<file path="src/rtl/lsu_mem_ctrl_pkg.sv">
// ----------------------------------------------------------------------------
// lsu_mem_ctrl_pkg
//   Shared definitions for the load/store sequencer: access-size encodings
//   (funct3[1:0]), the sequencer state type and small lane-arithmetic helpers
//   used both when a request is accepted and in the alignment datapath.
// ----------------------------------------------------------------------------
package lsu_mem_ctrl_pkg;

   localparam logic [1:0] LSU_SIZE_B = 2'b00;
   localparam logic [1:0] LSU_SIZE_H = 2'b01;
   localparam logic [1:0] LSU_SIZE_W = 2'b10;

   typedef enum logic [2:0] {
      LSU_IDLE   = 3'd0,
      LSU_ISSUE0 = 3'd1,
      LSU_WAIT0  = 3'd2,
      LSU_ISSUE1 = 3'd3,
      LSU_WAIT1  = 3'd4,
      LSU_RESP   = 3'd5
   } lsu_state_t;

   // Number of bytes touched by an access; the illegal encoding touches none.
   function automatic logic [3:0] lsu_nbytes(input logic [1:0] size);
      logic [3:0] n;
      case (size)
         LSU_SIZE_B: n = 4'd1;
         LSU_SIZE_H: n = 4'd2;
         LSU_SIZE_W: n = 4'd4;
         default:    n = 4'd0;
      endcase
      return n;
   endfunction

   // True when the byte range [off, off+nbytes) spills into the next word.
   function automatic logic lsu_crosses(input logic [1:0] size, input logic [1:0] off);
      return ({2'b00, off} + lsu_nbytes(size)) > 4'd4;
   endfunction

endpackage

</file>
<file path="src/rtl/lsu_mem_ctrl_if.sv">
// ----------------------------------------------------------------------------
// lsu_mem_ctrl_if
//   Bundles the CPU request/response handshake and the word-wide data-memory
//   port of the load/store sequencer.
//   master : the sequencer (accepts requests, drives the memory port)
//   slave  : its environment (CPU stage + data memory)
//   Signals:
//     req_valid/req_ready/req_we/req_size/req_unsigned/req_addr/req_wdata
//     rsp_valid/rsp_rdata/rsp_err
//     mem_req/mem_gnt/mem_we/mem_be/mem_addr/mem_wdata/mem_rvalid/mem_rdata
// ----------------------------------------------------------------------------
interface lsu_mem_ctrl_if;

   logic        req_valid;
   logic        req_ready;
   logic        req_we;
   logic [1:0]  req_size;
   logic        req_unsigned;
   logic [31:0] req_addr;
   logic [31:0] req_wdata;

   logic        rsp_valid;
   logic [31:0] rsp_rdata;
   logic        rsp_err;

   logic        mem_req;
   logic        mem_gnt;
   logic        mem_we;
   logic [3:0]  mem_be;
   logic [31:0] mem_addr;
   logic [31:0] mem_wdata;
   logic        mem_rvalid;
   logic [31:0] mem_rdata;

   modport master (
      input  req_valid, req_we, req_size, req_unsigned, req_addr, req_wdata,
      output req_ready,
      output rsp_valid, rsp_rdata, rsp_err,
      output mem_req, mem_we, mem_be, mem_addr, mem_wdata,
      input  mem_gnt, mem_rvalid, mem_rdata
   );

   modport slave (
      output req_valid, req_we, req_size, req_unsigned, req_addr, req_wdata,
      input  req_ready,
      input  rsp_valid, rsp_rdata, rsp_err,
      input  mem_req, mem_we, mem_be, mem_addr, mem_wdata,
      output mem_gnt, mem_rvalid, mem_rdata
   );

endinterface

</file>
<file path="src/rtl/lsu_mem_ctrl_align.sv">
// ----------------------------------------------------------------------------
// lsu_mem_ctrl_align
//   Combinational lane alignment for the load/store sequencer.
//   Ports:
//     off      in  2   byte offset within the word (addr[1:0])
//     size     in  2   access size encoding
//     is_uns   in  1   zero-extend loads instead of sign-extending
//     wdata    in  32  right-aligned store data
//     rdata0   in  32  read word of the first access
//     rdata1   in  32  read word of the second access (0 if not split)
//     be8      out 8   byte enables across two consecutive words
//     wd64     out 64  store data shifted into its byte lanes
//     rdata    out 32  extracted and extended load data
// ----------------------------------------------------------------------------
module lsu_mem_ctrl_align
   import lsu_mem_ctrl_pkg::*;
(
   input  logic [1:0]  off,
   input  logic [1:0]  size,
   input  logic        is_uns,
   input  logic [31:0] wdata,
   input  logic [31:0] rdata0,
   input  logic [31:0] rdata1,
   output logic [7:0]  be8,
   output logic [63:0] wd64,
   output logic [31:0] rdata
);

   logic [3:0]  nbytes;
   logic [31:0] rsh;

   assign nbytes = lsu_nbytes(size);

   // A lane is enabled when it lies inside [off, off+nbytes).
   genvar gi;
   generate
      for (gi = 0; gi < 8; gi++) begin : g_be
         localparam logic [3:0] LANE = 4'(gi);
         assign be8[gi] = (LANE >= {2'b00, off}) && (LANE < ({2'b00, off} + nbytes));
      end
   endgenerate

   // Store data keeps all of rs2; only the enabled lanes reach memory.
   assign wd64 = {32'h0000_0000, wdata} << {off, 3'b000};

   // Both words form one 64-bit window so a split load extracts like an aligned one.
   assign rsh = 32'({rdata1, rdata0} >> {off, 3'b000});

   always_comb begin
      rdata = 32'h0000_0000;
      case (size)
         LSU_SIZE_B: rdata = is_uns ? {24'h00_0000, rsh[7:0]}  : {{24{rsh[7]}},  rsh[7:0]};
         LSU_SIZE_H: rdata = is_uns ? {16'h0000,    rsh[15:0]} : {{16{rsh[15]}}, rsh[15:0]};
         LSU_SIZE_W: rdata = rsh;
         default:    rdata = 32'h0000_0000;
      endcase
   end

endmodule

</file>
<file path="src/rtl/lsu_mem_ctrl.sv">
// ----------------------------------------------------------------------------
// lsu_mem_ctrl
//   Load/store sequencer between the CPU memory stage and a word-wide data
//   memory. Takes one request at a time, issues one or two word accesses
//   (two when the access crosses a word boundary), then pulses rsp_valid.
//   Parameters:
//     SPLIT_EN  1: split word-crossing accesses; 0: answer them with rsp_err
//               without touching memory
//   Ports:
//     clk  in  clock, rising edge
//     rst  in  synchronous active-high reset
//     bus  lsu_mem_ctrl_if.master (CPU request/response + memory port)
// ----------------------------------------------------------------------------
module lsu_mem_ctrl
   import lsu_mem_ctrl_pkg::*;
#(
   parameter bit SPLIT_EN = 1'b1
) (
   input  logic          clk,
   input  logic          rst,
   lsu_mem_ctrl_if.master bus
);

   lsu_state_t  state_reg, state_next;

   logic        we_reg;
   logic [1:0]  size_reg;
   logic        uns_reg;
   logic [31:0] addr_reg;
   logic [31:0] wdata_reg;
   logic        err_reg, err_next;
   logic [31:0] rdata0_reg;
   logic [31:0] rdata1_reg;

   logic        accept;
   logic        cap0;
   logic        cap1;
   logic        split;

   logic [7:0]  be8;
   logic [63:0] wd64;
   logic [31:0] rdata_ext;
   logic [31:0] base_addr;

   lsu_mem_ctrl_align u_align (
      .off    (addr_reg[1:0]),
      .size   (size_reg),
      .is_uns (uns_reg),
      .wdata  (wdata_reg),
      .rdata0 (rdata0_reg),
      .rdata1 (rdata1_reg),
      .be8    (be8),
      .wd64   (wd64),
      .rdata  (rdata_ext)
   );

   assign base_addr = {addr_reg[31:2], 2'b00};
   assign split     = SPLIT_EN && (be8[7:4] != 4'b0000);

   // Next-state logic. The reject decision is made from the live request so
   // an erroring request can go straight to RESP.
   always_comb begin
      state_next = state_reg;
      err_next   = 1'b0;
      accept     = 1'b0;
      cap0       = 1'b0;
      cap1       = 1'b0;
      case (state_reg)
         LSU_IDLE: begin
            if (bus.req_valid) begin
               accept   = 1'b1;
               err_next = (bus.req_size == 2'b11) ||
                          (!SPLIT_EN && lsu_crosses(bus.req_size, bus.req_addr[1:0]));
               state_next = err_next ? LSU_RESP : LSU_ISSUE0;
            end
         end
         LSU_ISSUE0: if (bus.mem_gnt) state_next = LSU_WAIT0;
         LSU_WAIT0: begin
            if (bus.mem_rvalid) begin
               cap0       = 1'b1;
               state_next = split ? LSU_ISSUE1 : LSU_RESP;
            end
         end
         LSU_ISSUE1: if (bus.mem_gnt) state_next = LSU_WAIT1;
         LSU_WAIT1: begin
            if (bus.mem_rvalid) begin
               cap1       = 1'b1;
               state_next = LSU_RESP;
            end
         end
         LSU_RESP: state_next = LSU_IDLE;
         default:  state_next = LSU_IDLE;
      endcase
   end

   always_ff @(posedge clk) begin
      if (rst) begin
         state_reg  <= LSU_IDLE;
         we_reg     <= 1'b0;
         size_reg   <= 2'b00;
         uns_reg    <= 1'b0;
         addr_reg   <= 32'h0000_0000;
         wdata_reg  <= 32'h0000_0000;
         err_reg    <= 1'b0;
         rdata0_reg <= 32'h0000_0000;
         rdata1_reg <= 32'h0000_0000;
      end else begin
         state_reg <= state_next;
         if (accept) begin
            we_reg     <= bus.req_we;
            size_reg   <= bus.req_size;
            uns_reg    <= bus.req_unsigned;
            addr_reg   <= bus.req_addr;
            wdata_reg  <= bus.req_wdata;
            err_reg    <= err_next;
            // Clear the second word so unsplit loads see a clean upper window.
            rdata0_reg <= 32'h0000_0000;
            rdata1_reg <= 32'h0000_0000;
         end
         if (cap0) rdata0_reg <= bus.mem_rdata;
         if (cap1) rdata1_reg <= bus.mem_rdata;
      end
   end

   // Outputs are decoded from state so mem_* stay stable while waiting for gnt
   // and everything is zero outside the states that own it.
   always_comb begin
      bus.req_ready = (state_reg == LSU_IDLE);
      bus.rsp_valid = 1'b0;
      bus.rsp_err   = 1'b0;
      bus.rsp_rdata = 32'h0000_0000;
      bus.mem_req   = 1'b0;
      bus.mem_we    = 1'b0;
      bus.mem_be    = 4'b0000;
      bus.mem_addr  = 32'h0000_0000;
      bus.mem_wdata = 32'h0000_0000;
      case (state_reg)
         LSU_ISSUE0: begin
            bus.mem_req   = 1'b1;
            bus.mem_we    = we_reg;
            bus.mem_be    = be8[3:0];
            bus.mem_addr  = base_addr;
            bus.mem_wdata = we_reg ? wd64[31:0] : 32'h0000_0000;
         end
         LSU_ISSUE1: begin
            bus.mem_req   = 1'b1;
            bus.mem_we    = we_reg;
            bus.mem_be    = be8[7:4];
            bus.mem_addr  = base_addr + 32'd4;
            bus.mem_wdata = we_reg ? wd64[63:32] : 32'h0000_0000;
         end
         LSU_RESP: begin
            bus.rsp_valid = 1'b1;
            bus.rsp_err   = err_reg;
            bus.rsp_rdata = (we_reg || err_reg) ? 32'h0000_0000 : rdata_ext;
         end
         default: ;
      endcase
   end

endmodule
</file>
<file path="src/flat_wrapper.sv">
// flat-port wrapper written by rule: the top's interface ports become plain ports
module lsu_mem_ctrl_flat import lsu_mem_ctrl_pkg::*;
#(
   parameter bit SPLIT_EN = 1'b1
)
  (clk, rst, bus_req_valid, bus_req_we, bus_req_size, bus_req_unsigned, bus_req_addr, bus_req_wdata, bus_req_ready, bus_rsp_valid, bus_rsp_rdata, bus_rsp_err, bus_mem_req, bus_mem_we, bus_mem_be, bus_mem_addr, bus_mem_wdata, bus_mem_gnt, bus_mem_rvalid, bus_mem_rdata);
  lsu_mem_ctrl_if bus_i ();
  input  logic clk;
  input  logic rst;
  input wire logic [$bits(bus_i.req_valid)-1:0] bus_req_valid;
  input wire logic [$bits(bus_i.req_we)-1:0] bus_req_we;
  input wire logic [$bits(bus_i.req_size)-1:0] bus_req_size;
  input wire logic [$bits(bus_i.req_unsigned)-1:0] bus_req_unsigned;
  input wire logic [$bits(bus_i.req_addr)-1:0] bus_req_addr;
  input wire logic [$bits(bus_i.req_wdata)-1:0] bus_req_wdata;
  output wire logic [$bits(bus_i.req_ready)-1:0] bus_req_ready;
  output wire logic [$bits(bus_i.rsp_valid)-1:0] bus_rsp_valid;
  output wire logic [$bits(bus_i.rsp_rdata)-1:0] bus_rsp_rdata;
  output wire logic [$bits(bus_i.rsp_err)-1:0] bus_rsp_err;
  output wire logic [$bits(bus_i.mem_req)-1:0] bus_mem_req;
  output wire logic [$bits(bus_i.mem_we)-1:0] bus_mem_we;
  output wire logic [$bits(bus_i.mem_be)-1:0] bus_mem_be;
  output wire logic [$bits(bus_i.mem_addr)-1:0] bus_mem_addr;
  output wire logic [$bits(bus_i.mem_wdata)-1:0] bus_mem_wdata;
  input wire logic [$bits(bus_i.mem_gnt)-1:0] bus_mem_gnt;
  input wire logic [$bits(bus_i.mem_rvalid)-1:0] bus_mem_rvalid;
  input wire logic [$bits(bus_i.mem_rdata)-1:0] bus_mem_rdata;
  assign bus_i.req_valid = bus_req_valid;
  assign bus_i.req_we = bus_req_we;
  assign bus_i.req_size = bus_req_size;
  assign bus_i.req_unsigned = bus_req_unsigned;
  assign bus_i.req_addr = bus_req_addr;
  assign bus_i.req_wdata = bus_req_wdata;
  assign bus_req_ready = bus_i.req_ready;
  assign bus_rsp_valid = bus_i.rsp_valid;
  assign bus_rsp_rdata = bus_i.rsp_rdata;
  assign bus_rsp_err = bus_i.rsp_err;
  assign bus_mem_req = bus_i.mem_req;
  assign bus_mem_we = bus_i.mem_we;
  assign bus_mem_be = bus_i.mem_be;
  assign bus_mem_addr = bus_i.mem_addr;
  assign bus_mem_wdata = bus_i.mem_wdata;
  assign bus_i.mem_gnt = bus_mem_gnt;
  assign bus_i.mem_rvalid = bus_mem_rvalid;
  assign bus_i.mem_rdata = bus_mem_rdata;
  lsu_mem_ctrl #(.SPLIT_EN(SPLIT_EN)) u_core (.clk(clk), .rst(rst), .bus(bus_i));
endmodule
</file>
<file path="config.mk">
export PLATFORM = sky130hd
export DESIGN_NAME = lsu_mem_ctrl_flat
export DESIGN_NICKNAME = d
export VERILOG_FILES = /design/src/rtl/lsu_mem_ctrl_pkg.sv /design/src/rtl/lsu_mem_ctrl_if.sv /design/src/rtl/lsu_mem_ctrl_align.sv /design/src/rtl/lsu_mem_ctrl.sv /design/src/flat_wrapper.sv
export SDC_FILE = /design/constraint.sdc
export NUM_CORES = 1
export LEC_CHECK = 0
export BUFFER_PORTS_ARGS = -buffer_cell sky130_fd_sc_hd__buf_2
export CAP_MARGIN = 20
export CELL_PAD_IN_SITES_DETAIL_PLACEMENT = 0
export CELL_PAD_IN_SITES_GLOBAL_PLACEMENT = 1
export CORE_ASPECT_RATIO = 1.2
export CORE_MARGIN = 5
export CORE_UTILIZATION = 30
export CTS_CLUSTER_SIZE = 8
export DETAILED_ROUTE_END_ITERATION = 10
export PLACE_DENSITY = 0.74
export SLEW_MARGIN = 5
export SYNTH_ARGS = -nofsm -noshare
export SYNTH_HDL_FRONTEND = slang
export SYNTH_SLANG_ARGS = --single-unit
</file>
<file path="constraint.sdc">
create_clock -name clk -period 3 [get_ports clk]
set_clock_uncertainty 0.05 [all_clocks]
set_input_delay 0.6 -clock clk [delete_from_list [all_inputs] [get_ports clk]]
set_output_delay 0.6 -clock clk [all_outputs]
set_load 0.01 [all_outputs]
</file>
## Word level (Yosys, flattened, before mapping)

Cells that the tools add are included.

| word-level totals | value |
|---|---|
| register bits | 136 |
| input port bits | 105 |
| output and inout bits | 105 |
| word-level logic and storage cells | 81 |

| operators by class | value |
|---|---|
| $add $sub $neg | 2 |
| order comparisons | 11 |
| equal/unequal tests | 13 |
| shifts and indexed selects | 2 |
| muxes and demuxes | 33 |
| reductions and logical operators | 11 |

Operator list:

| kind | number |
|---|---|
| 32-bit 2-to-1 mux | 9 |
| 32-bit case mux with 2 select lines | 2 |
| 32-bit case mux with 3 select lines | 1 |
| 32-bit by 5-bit left shift with 64-bit output | 1 |
| 64-bit by 5-bit >> shifter with 32-bit output | 1 |
| 32-bit by 3-bit adder with 32-bit output, second input constant | 1 |
| 3-bit 2-to-1 mux | 7 |
| 3-bit by 4-bit < comparator with 1-bit output, first input constant | 4 |
| 3-bit case mux with 5 select lines | 1 |
| 1-bit 2-to-1 mux | 11 |
| 2-bit inequality test, second input constant | 5 |
| 3-bit case mux with 3 select lines | 1 |
| 1-bit by 4-bit < comparator with 1-bit output, first input constant | 2 |
| 2-bit by 4-bit < comparator with 1-bit output, first input constant | 2 |
| 4-bit case mux with 2 select lines | 1 |
| 3-bit by 2-bit == test with 1-bit output, second input constant | 2 |
| 3-bit == test, second input constant | 2 |
| 5-bit AND reduction | 1 |
| 2-bit by 3-bit adder with 4-bit output | 1 |
| 2-bit == test, second input constant | 2 |
| 1-bit by 2-bit greater-or-equal comparator with 1-bit output, first input constant | 2 |
| 2-bit nonzero test | 2 |
| 4-bit nonzero test | 1 |
| 3-bit by 1-bit == test with 1-bit output, second input constant | 1 |
| 7 further kinds | 9 |

## Longest topological paths before layout

Gate-level depths: netlist (run 1).

| logic depth | value |
|---|---|
| depth after elaboration | 8 |
| gate-level depth with buffers | 8 |
| depth with buffers taken out | 7 |

## Modules after synthesis

A second synthesis (run 1) with hierarchy kept.

| unflattened totals | value |
|---|---|
| cells, all modules | 1109 |
| area total of the unflattened synthesis | 8670.8 um^2 |

Modules (own cells, without submodules):

| module | times used | cells each | area an instance (um^2) | sequential area each (um^2) |
|---|---|---|---|---|
| lsu_mem_ctrl | 1 | 841 | 6336.1 | 2722.6 |
| lsu_mem_ctrl_align | 1 | 268 | 2334.7 | 0.0 |

## Worst setup path after synthesis (run 1)

No wires, ideal clock.

| timing path | value |
|---|---|
| kind | reg2out |
| start point | register u_core.size_reg[0] |
| end point | output port bus_mem_be[1] |
| data arrival time | 2.238 ns |
| data required time | 2.350 ns |
| path slack | 0.112 ns |
| stages on the path, launching flop included | 8 |
| path buffers | 1 |
| cell sequence | dfxtp_1 > clkbuf_1 > nor2_1 > ha_1 > fa_1 > xnor2_1 > maj3_1 > a221oi_1 |

| between the ends | value |
|---|---|
| cells in the longest elaborated chain, start to end | 6 |
| elaborated cells between the ends (all ways) | 9 |
| classes of those cells | 1 x add/sub; 2 x order compare; 2 x eq/ne; 2 x mux; 2 x reduce/logical |

RTL lines:

| item | RTL line | source |
|---|---|---|
| from (decl) | lsu_mem_ctrl.sv:27 | `logic [1:0] size_reg;` |
| from (signal assigned) | lsu_mem_ctrl.sv:111 | `size_reg <= bus.req_size;` |
| 2-bit == test, or another cell as far along | lsu_mem_ctrl_pkg.sv:25 | `case (size)` |
| 3-bit case mux with 3 select lines * | lsu_mem_ctrl_pkg.sv:25 |  |
| 2-bit by 3-bit adder with 4-bit output * | - |  |
| 1-bit by 4-bit < comparator with 1-bit output | lsu_mem_ctrl_align.sv:39 | `assign be8[gi] = (LANE >= {2'b00, off}) && (LANE < ({2'b00, off} + nbytes));` |
| 1-bit logical AND | lsu_mem_ctrl_align.sv:39 |  |
| 4-bit case mux with 2 select lines * | lsu_mem_ctrl.sv:137 | `case (state_reg)` |
| to (decl) | flat_wrapper.sv:22 | `output wire logic [$bits(bus_i.mem_be)-1:0] bus_mem_be;` |

Every way passes the cells marked *; elsewhere a longest branch is shown, timed or not.

## Final worst setup path (run 1)

| timing path | value |
|---|---|
| start point | register u_core.size_reg[0] |
| end point | output port bus_mem_be[0] |

Same word-level chain as after synthesis.

==> results of run 1 <==
[worst register-to-register path, stage by stage (launching register included)]
cell and delay [ns]:
dfxtp_4 0.38, buf_4 0.19, nor3_1 0.45, nand2_4 0.48
buf_4 0.42, nand2_1 0.11, a21oi_1 0.06
[path summary, 6_finish.rpt]
path,end,slack (ns),depth (start not counted)
worst max-delay path,bus_mem_be[0],0.05,8
worst min-delay path,u_core.addr_reg[21]$_SDFFE_PP0P_,0.36,3
worst max register to register,u_core.addr_reg[4]$_SDFFE_PP0P_,0.74,6
worst min register to register,u_core.wdata_reg[8]$_SDFFE_PP0P_,0.42,2
[area by class of cell]
type / count / share of cell area, %
sequential: 128 / 27.0
timing repair buffer: 247 / 14.6
clock inverter: 14 / 1.66
tap: 325 / 4.24
multi-input combinational: 754 / 47.7
inverter: 8 / 0.352
clock buffer: 17 / 4.43
antenna: 2 / 0.0521
[synth_stat cells (2+ instances only)]
master    instances  share of area, %
and4_1            3              0.35
mux2i_1          17               2.3
buf_4             4              0.40
clkbuf_8          3              0.55
clkbuf_1         54               2.7
dfxtp_1         128                34
xnor2_1          15               1.8
or3_1             2              0.17
nand3_1          36               2.4
and2_1            3              0.25
or4_4             2              0.30
nor4_1            4              0.33
a21oi_1         143               9.6
nor2_1          123               6.2
mux4_2           28               8.4
or2_2             3              0.25
a22oi_1          46               4.6
and3_1           12               1.0
inv_1             7              0.35
buf_1             5              0.25
xor2_1           14               1.6
a31oi_1           5              0.42
buf_2            19               1.3
nand2_1         200                10
nand4_1           6              0.50
nand2b_1          2              0.17
nor3_1           33               2.2
a211oi_1          6              0.60
mux2_2           15               2.3
nor2b_1           6              0.50
o21ai_0           5              0.33
maj3_1            3              0.40
ha_1              3              0.50
[cell families (layout without fill, tap and decap cells)]
kind of cell / Yosys count / in the layout / synth area share [%]
flip-flops: 128 / 128 / 34.3
adder cells (fa/ha/maj): 7 / 7 / 1.17
XOR/XNOR: 29 / 29 / 3.40
multiplexers: 60 / 60 / 13.0
other: 1 / 4 / 0.0502
buffers and inverters: 94 / 286 / 5.74
AND/OR/NAND/NOR: 444 / 444 / 26.1
AO/OA/AOI/OAI: 212 / 212 / 16.3
[where the power goes]
part | leakage, nW | switching, mW | total [mW] | internal [mW]
logic | 2.39 | 1.63 | 2.58 | 0.956
registers | 1.05 | 0.302 | 2.28 | 1.98
clock network | 0.274 | 0.841 | 2.07 | 1.23
total | 3.72 | 2.77 | 6.94 | 4.16
[layer usage]
layer | vias up | GRT usage (%)
met2 | 258 | 32.5
met1 | 3647 | 23.3
li1 | 3761 | -
met5 | - | 0
met3 | 24 | 3.59
met4 | 0 | 6.18
[stage by stage]
step                power, mW  TNS (ns)
floorplan                4.00         0
global placement         4.77         0
detailed placement       4.80         0
CTS                      6.96  -0.00538
global route             7.38   -0.0942
finish                   6.94         0
[what timing repair did]
action,4_1_cts,5_1_grt
endpoints found under the setup margin,37,59
endpoints found under the hold margin,0,0
pin swaps,3,3
gates resized for setup,18,25
gates cloned,0,0
buffers inserted,6,3
==> flow_summary.json, run 1 <==
{
  "p_per_area_nw_per_um2": 723,
  "die_y_um": 183,
  "port_buffers": 207,
  "path_max_fanout": 4,
  "ys_types": 53,
  "rsz0062_at_grt": "true",
  "clock_latency_ns": 0.42,
  "r2r-start": "u_core.state_reg[1]$_SDFFE_PP0P_",
  "routedWlPerCell_um": 17.9,
  "status": "finished clean",
  "crit_slowest_cell": "fa_2",
  "end_kind": "output pin",
  "final_util_pct": 38.9,
  "setup_ws_ns": 0.0456,
  "whs_ns": 0.363,
  "max_slew_margin_pct": 54.6,
  "max-vdd-ir-drop_v": 0.000460,
  "wl_met1_um": 11100,
  "multi_input_area_um2": 4580,
  "antenna_left": 0,
  "synth_flop_cell": "dfxtp_1",
  "crit_buf_inv": 2,
  "critPathRequiredTime_ns": 2.35,
  "crit_chain": "nor2_4 -> ha_4 -> fa_2 -> xnor2_2 -> buf_4 -> maj3_2 -> a22oi_1 -> buf_4",
  "layout.filler_cells": 2640,
  "rows": 63,
  "num_vias": 7690,
  "syn_inst": 975,
  "start_kind": "flip-flop",
  "cts-buffers-inserted": 17,
  "p_leak_nw": 3.72,
  "place_ws_ns": 0.159,
  "cts_tree": "yes",
  "drc": 0,
  "start_util_pct": 30.3,
  "synth-edff-count": 0,
  "antenna_found_initial": 2,
  "slew_violations": 0,
  "io_pins": 210,
  "postLayoutCellArea_um2": 9600,
  "place_hpwl_um": 19500,
  "synth_area_per_cell_um2": 7.67,
  "path_class": "flip-flop to output pin",
  "arrival_ns": 2.30,
  "fin_crit_sh_pct": 98.5,
  "synth-seq-cells": 128,
  "drv_cap": 0,
  "worstHoldStart": "bus_req_addr[21]",
  "crit_path_start": "u_core.size_reg[0]$_SDFFE_PP0P_",
  "totalWireLength_um": 26700,
  "clock-sinks": 128,
  "regArea_um2": 2590,
  "synth_area_um2": 7480,
  "wl_met3_um": 1640,
  "hold_buffers": 0,
  "max_freq_mhz": 338,
  "final_common_cell": "buf_2",
  "wl_met2_um": 13400,
  "dr.pass1.iters": 5,
  "crit_family": "adder cells",
  "post-place-cells": 1453,
  "holdCritPathClass": "primary input to flip-flop",
  "clk_path_buf_depth": 2,
  "grt_pass1_wl_um": 42100,
  "synth_seq_area_share_pct": 34.3,
  "htreeDepth": 4,
  "clk_pin_slew_ns": 0.06,
  "drive_gt1_share_pct": 31.4,
  "final_nets": 1265,
  "finalHoldViolCount": 0,
  "die_area_um2": 28200,
  "core-area_um2": 24700,
  "top_layer": "met4",
  "cts-root-buf": "clkbuf_16",
  "grt_max_degree": 70,
  "via_per_inst": 5.14,
  "die_x_um": 154,
  "cpPeakStageDelay_ns": 0.37,
  "instances_no_fill": 1495,
  "synth_warnings": 0,
  "grt_pass1_vias": 7655,
  "place.gp.congestion": 0.858,
  "area.growth.synth_to_final_pct": 28.4,
  "grt_overflow_total": 0,
  "min_period_ns": 2.95,
  "placed_cell_area_um2": 8810,
  "setup_viol": 0,
  "drtIter0Drc": 449,
  "grt_usage_pct": 18.7,
  "cpMostUsedCell": "buf_4",
  "async_flop_share_pct": 0,
  "tightest_slew_ns": 0.681,
  "final_cell_mix": "203 x buf_2, 198 x nand2_1, 143 x a21oi_1, 120 x nor2_1, 116 x dfxtp_1"
}
(Power assumes the default switching activity.)
==> inputs of run 2 (changes only) <==
ABC_AREA = 1   (was unset)
CTS_CLUSTER_DIAMETER = 60   (was unset)
PLACE_DENSITY = 0.77   (was 0.74)
==> run 2 against run 1 <==
Register-to-register slack improved by 0.07 ns; global-route usage up 3.2 points; combinational power grew 28%; non-clock buffer count down 9; worst hold slack lost 0.015 ns; cell area increased by 5.7%; sequential share of layout area down 1.6 points; clock-buffer cell count rose by 2; critical path depth increased by 3; worst setup slack improved by 0.075 ns; critical path type unchanged; largest cell class unchanged.
==> flow_summary.json, run 2 <==
{
  "htreeDepth": 4,
  "arrival_ns": 2.23,
  "grt_pass1_wl_um": 52800,
  "area.growth.synth_to_final_pct": 23.7,
  "hold_buffers": 0,
  "layout.filler_cells": 3049,
  "clock-sinks": 128,
  "rows": 66,
  "synth_warnings": 0,
  "ff2ff_setup_slack_ns": 0.81,
  "path_class": "flip-flop to output pin",
  "die_area_um2": 30800,
  "status": "finished clean",
  "setup_viol": 0,
  "routedWlPerCell_um": 18.3,
  "rr_endpoint": "u_core.rdata1_reg[10]$_SDFFE_PP0P_",
  "end_kind": "output pin",
  "grt_usage_pct": 21.8,
  "synth_area_per_cell_um2": 6.07,
  "synth-seq-cells": 128,
  "synth_area_um2": 8200,
  "final_common_cell": "nand2_1",
  "antenna_left": 0,
  "diodes": 0,
  "critPathRequiredTime_ns": 2.35,
  "clock_latency_ns": 0.42,
  "synth_most_common_cell": "nand2_1",
  "fin_crit_sh_pct": 96.0,
  "syn_inst": 1350,
  "crit_chain": "nor2_2 -> ha_2 -> fa_2 -> inv_1 -> nand2_1 -> and2_1 -> nor2_2 -> o21ai_0 -> nand2_1 -> nand2_1 -> buf_2",
  "antenna_found_initial": 0,
  "p_sw_share_pct": 45.4,
  "synth-edff-count": 0,
  "p_comb_share_pct": 42.7,
  "drc": 0,
  "start_kind": "flip-flop",
  "power.internal_mw": 4.22,
  "tightest_slew_ns": 0.847,
  "max_freq_mhz": 347,
  "crit_path_start": "u_core.size_reg[0]$_SDFFE_PP0P_",
  "place_hpwl_um": 25400,
  "place.gp.congestion": 0.978,
  "clk_path_buf_depth": 2,
  "p_leak_nw": 4.22,
  "grt_max_degree": 93,
  "worstHoldPathCells": 3,
  "synth_area_leaders": "dfxtp_1 31%, nand2_1 13%, o21ai_0 10%, a21oi_1 9.6%, nand3_1 7.6%",
  "switchingPower_mw": 3.51,
  "grt_pass1_vias": 9351,
  "cpMostUsedCell": "nand2_1",
  "grt_overflow_total": 0,
  "max-vdd-ir-drop_v": 0.000604,
  "finalHoldViolCount": 0,
  "pwr-share-seq_pct": 30.6,
  "dr.pass1.iters": 5,
  "rsz0062_at_grt": "false",
  "multi_input_area_um2": 4670,
  "regArea_um2": 2570,
  "final_nets": 1620,
  "synth_seq_area_share_pct": 31.2,
  "r2r-start": "u_core.state_reg[1]$_SDFFE_PP0P_",
  "crit_family": "simple AND/OR/NAND/NOR gates",
  "cpPeakStageDelay_ns": 0.36,
  "hold_path_end": "u_core.wdata_reg[5]$_SDFFE_PP0P_",
  "synth_top_area_share_pct": 31.2,
  "totalWireLength_um": 34100,
  "final_cell_mix": "273 x nand2_1, 207 x buf_2, 166 x o21ai_0, 157 x a21oi_1, 141 x inv_1",
  "synth_flop_cell": "dfxtp_1",
  "r2r_cells": 8,
  "min_period_ns": 2.88,
  "via_per_inst": 5.19,
  "holdCritPathClass": "primary input to flip-flop",
  "p_clk_share_pct": 26.7,
  "core-area_um2": 27000,
  "drive_gt1_share_pct": 20.2,
  "p_per_area_nw_per_um2": 761,
  "slew_violations": 0,
  "ys_types": 36,
  "num_vias": 9675,
  "die_y_um": 191,
  "port_buffers": 207,
  "crit_buf_inv": 2,
  "max_slew_margin_pct": 43.5,
  "worstHoldStart": "bus_req_wdata[5]",
  "final_util_pct": 37.6,
  "start_util_pct": 30.4,
  "yosys.area.top_type": "dfxtp_1",
  "drtIter0Drc": 785,
  "crit_slowest_cell": "dfxtp_1",
  "path_max_fanout": 4,
  "cts-buffers-inserted": 17,
  "drv_cap": 0,
  "fin_tns_setup_ns": 0,
  "die_x_um": 161,
  "cts-root-buf": "clkbuf_16",
  "ys_top_cells_by_count": "275 x nand2_1, 167 x o21ai_0, 157 x a21oi_1, 142 x inv_1, 128 x dfxtp_1",
  "io_pins": 210,
  "place_ws_ns": 0.311,
  "clk_pin_slew_ns": 0.06,
  "async_flop_share_pct": 0,
  "setup_ws_ns": 0.121,
  "cts_tree": "yes"
}
## run 2: routing by layer
metal / GRT usage (%) / share of wire [%] / vias to the layer above
met2: 38.6 / 50 / 328
met5: 0 / 0 / -
met4: 8.20 / 3.4 / 0
li1: - / - / 4810
met1: 26.7 / 41 / 4480
met3: 3.43 / 5.1 / 57
## run 2: kinds of logic after synthesis
family,synth area share (%)
AOI/OAI and AO/OA,25.5
and+or+nand+nor,29.9
other,0.0457
xor gates and xnor gates,0.214
buffers and inverters,12.5
adders and majority gates,0.702
DFF,31.2
## run 2: power groups by stage
stage	logic, mW	registers [mW]	clock network (mW)
after floorplan	2.28	2.26	0
after global placement	3.22	2.38	0
after detailed placement	3.24	2.39	0
after CTS	3.26	2.35	2.10
after global routing	3.70	2.40	2.18
final	3.30	2.36	2.06
## run 2: worst min-delay path, cell delays in order
cell and delay [ns]:
buf_2 0.07, nor2_1 0.03, nor2_1 0.08
## run 2: final cells by class
cell class                      count  area share [%]
Inverter                          153            5.74
Clock buffer                       19            4.37
Multi-Input combinational cell    973            46.1
Timing Repair Buffer              238            13.0
Clock inverter                     13            1.26
Tap cell                          340            4.19
Sequential cell                   128            25.4
## run 2: worst max path at each step
| stage | to | depth (start not counted) |
|---|---|---|
| floorplan | bus_mem_be[1] | 10 |
| global placement | bus_mem_be[0] | 11 |
| detailed placement | bus_mem_be[0] | 11 |
| CTS | bus_mem_be[0] | 11 |
| global route | bus_mem_wdata[20] | 9 |
| finish | bus_mem_be[2] | 11 |
## run 2: per-stage QoR
step / cells / power, mW / instance area (µm²) / hold WS [ns]
floorplan: 1351 / 4.54 / 8200 / 0.389
global placement: 1830 / 5.59 / 9490 / 0.403
detailed placement: 1830 / 5.62 / 9490 / 0.411
CTS: 1862 / 7.71 / 10100 / 0.330
global route: 1864 / 8.29 / 10100 / 0.358
finish: 1864 / 7.72 / 10100 / 0.348
## run 2: timing repair
| action | CTS | global route |
|---|---|---|
| gates cloned | 0 | 0 |
| pin swaps | 0 | 2 |
| hold endpoints to repair | 0 | 0 |
| gates resized for setup | 4 | 20 |
| setup buffers | 0 | 2 |
| setup endpoints to repair | 7 | 58 |
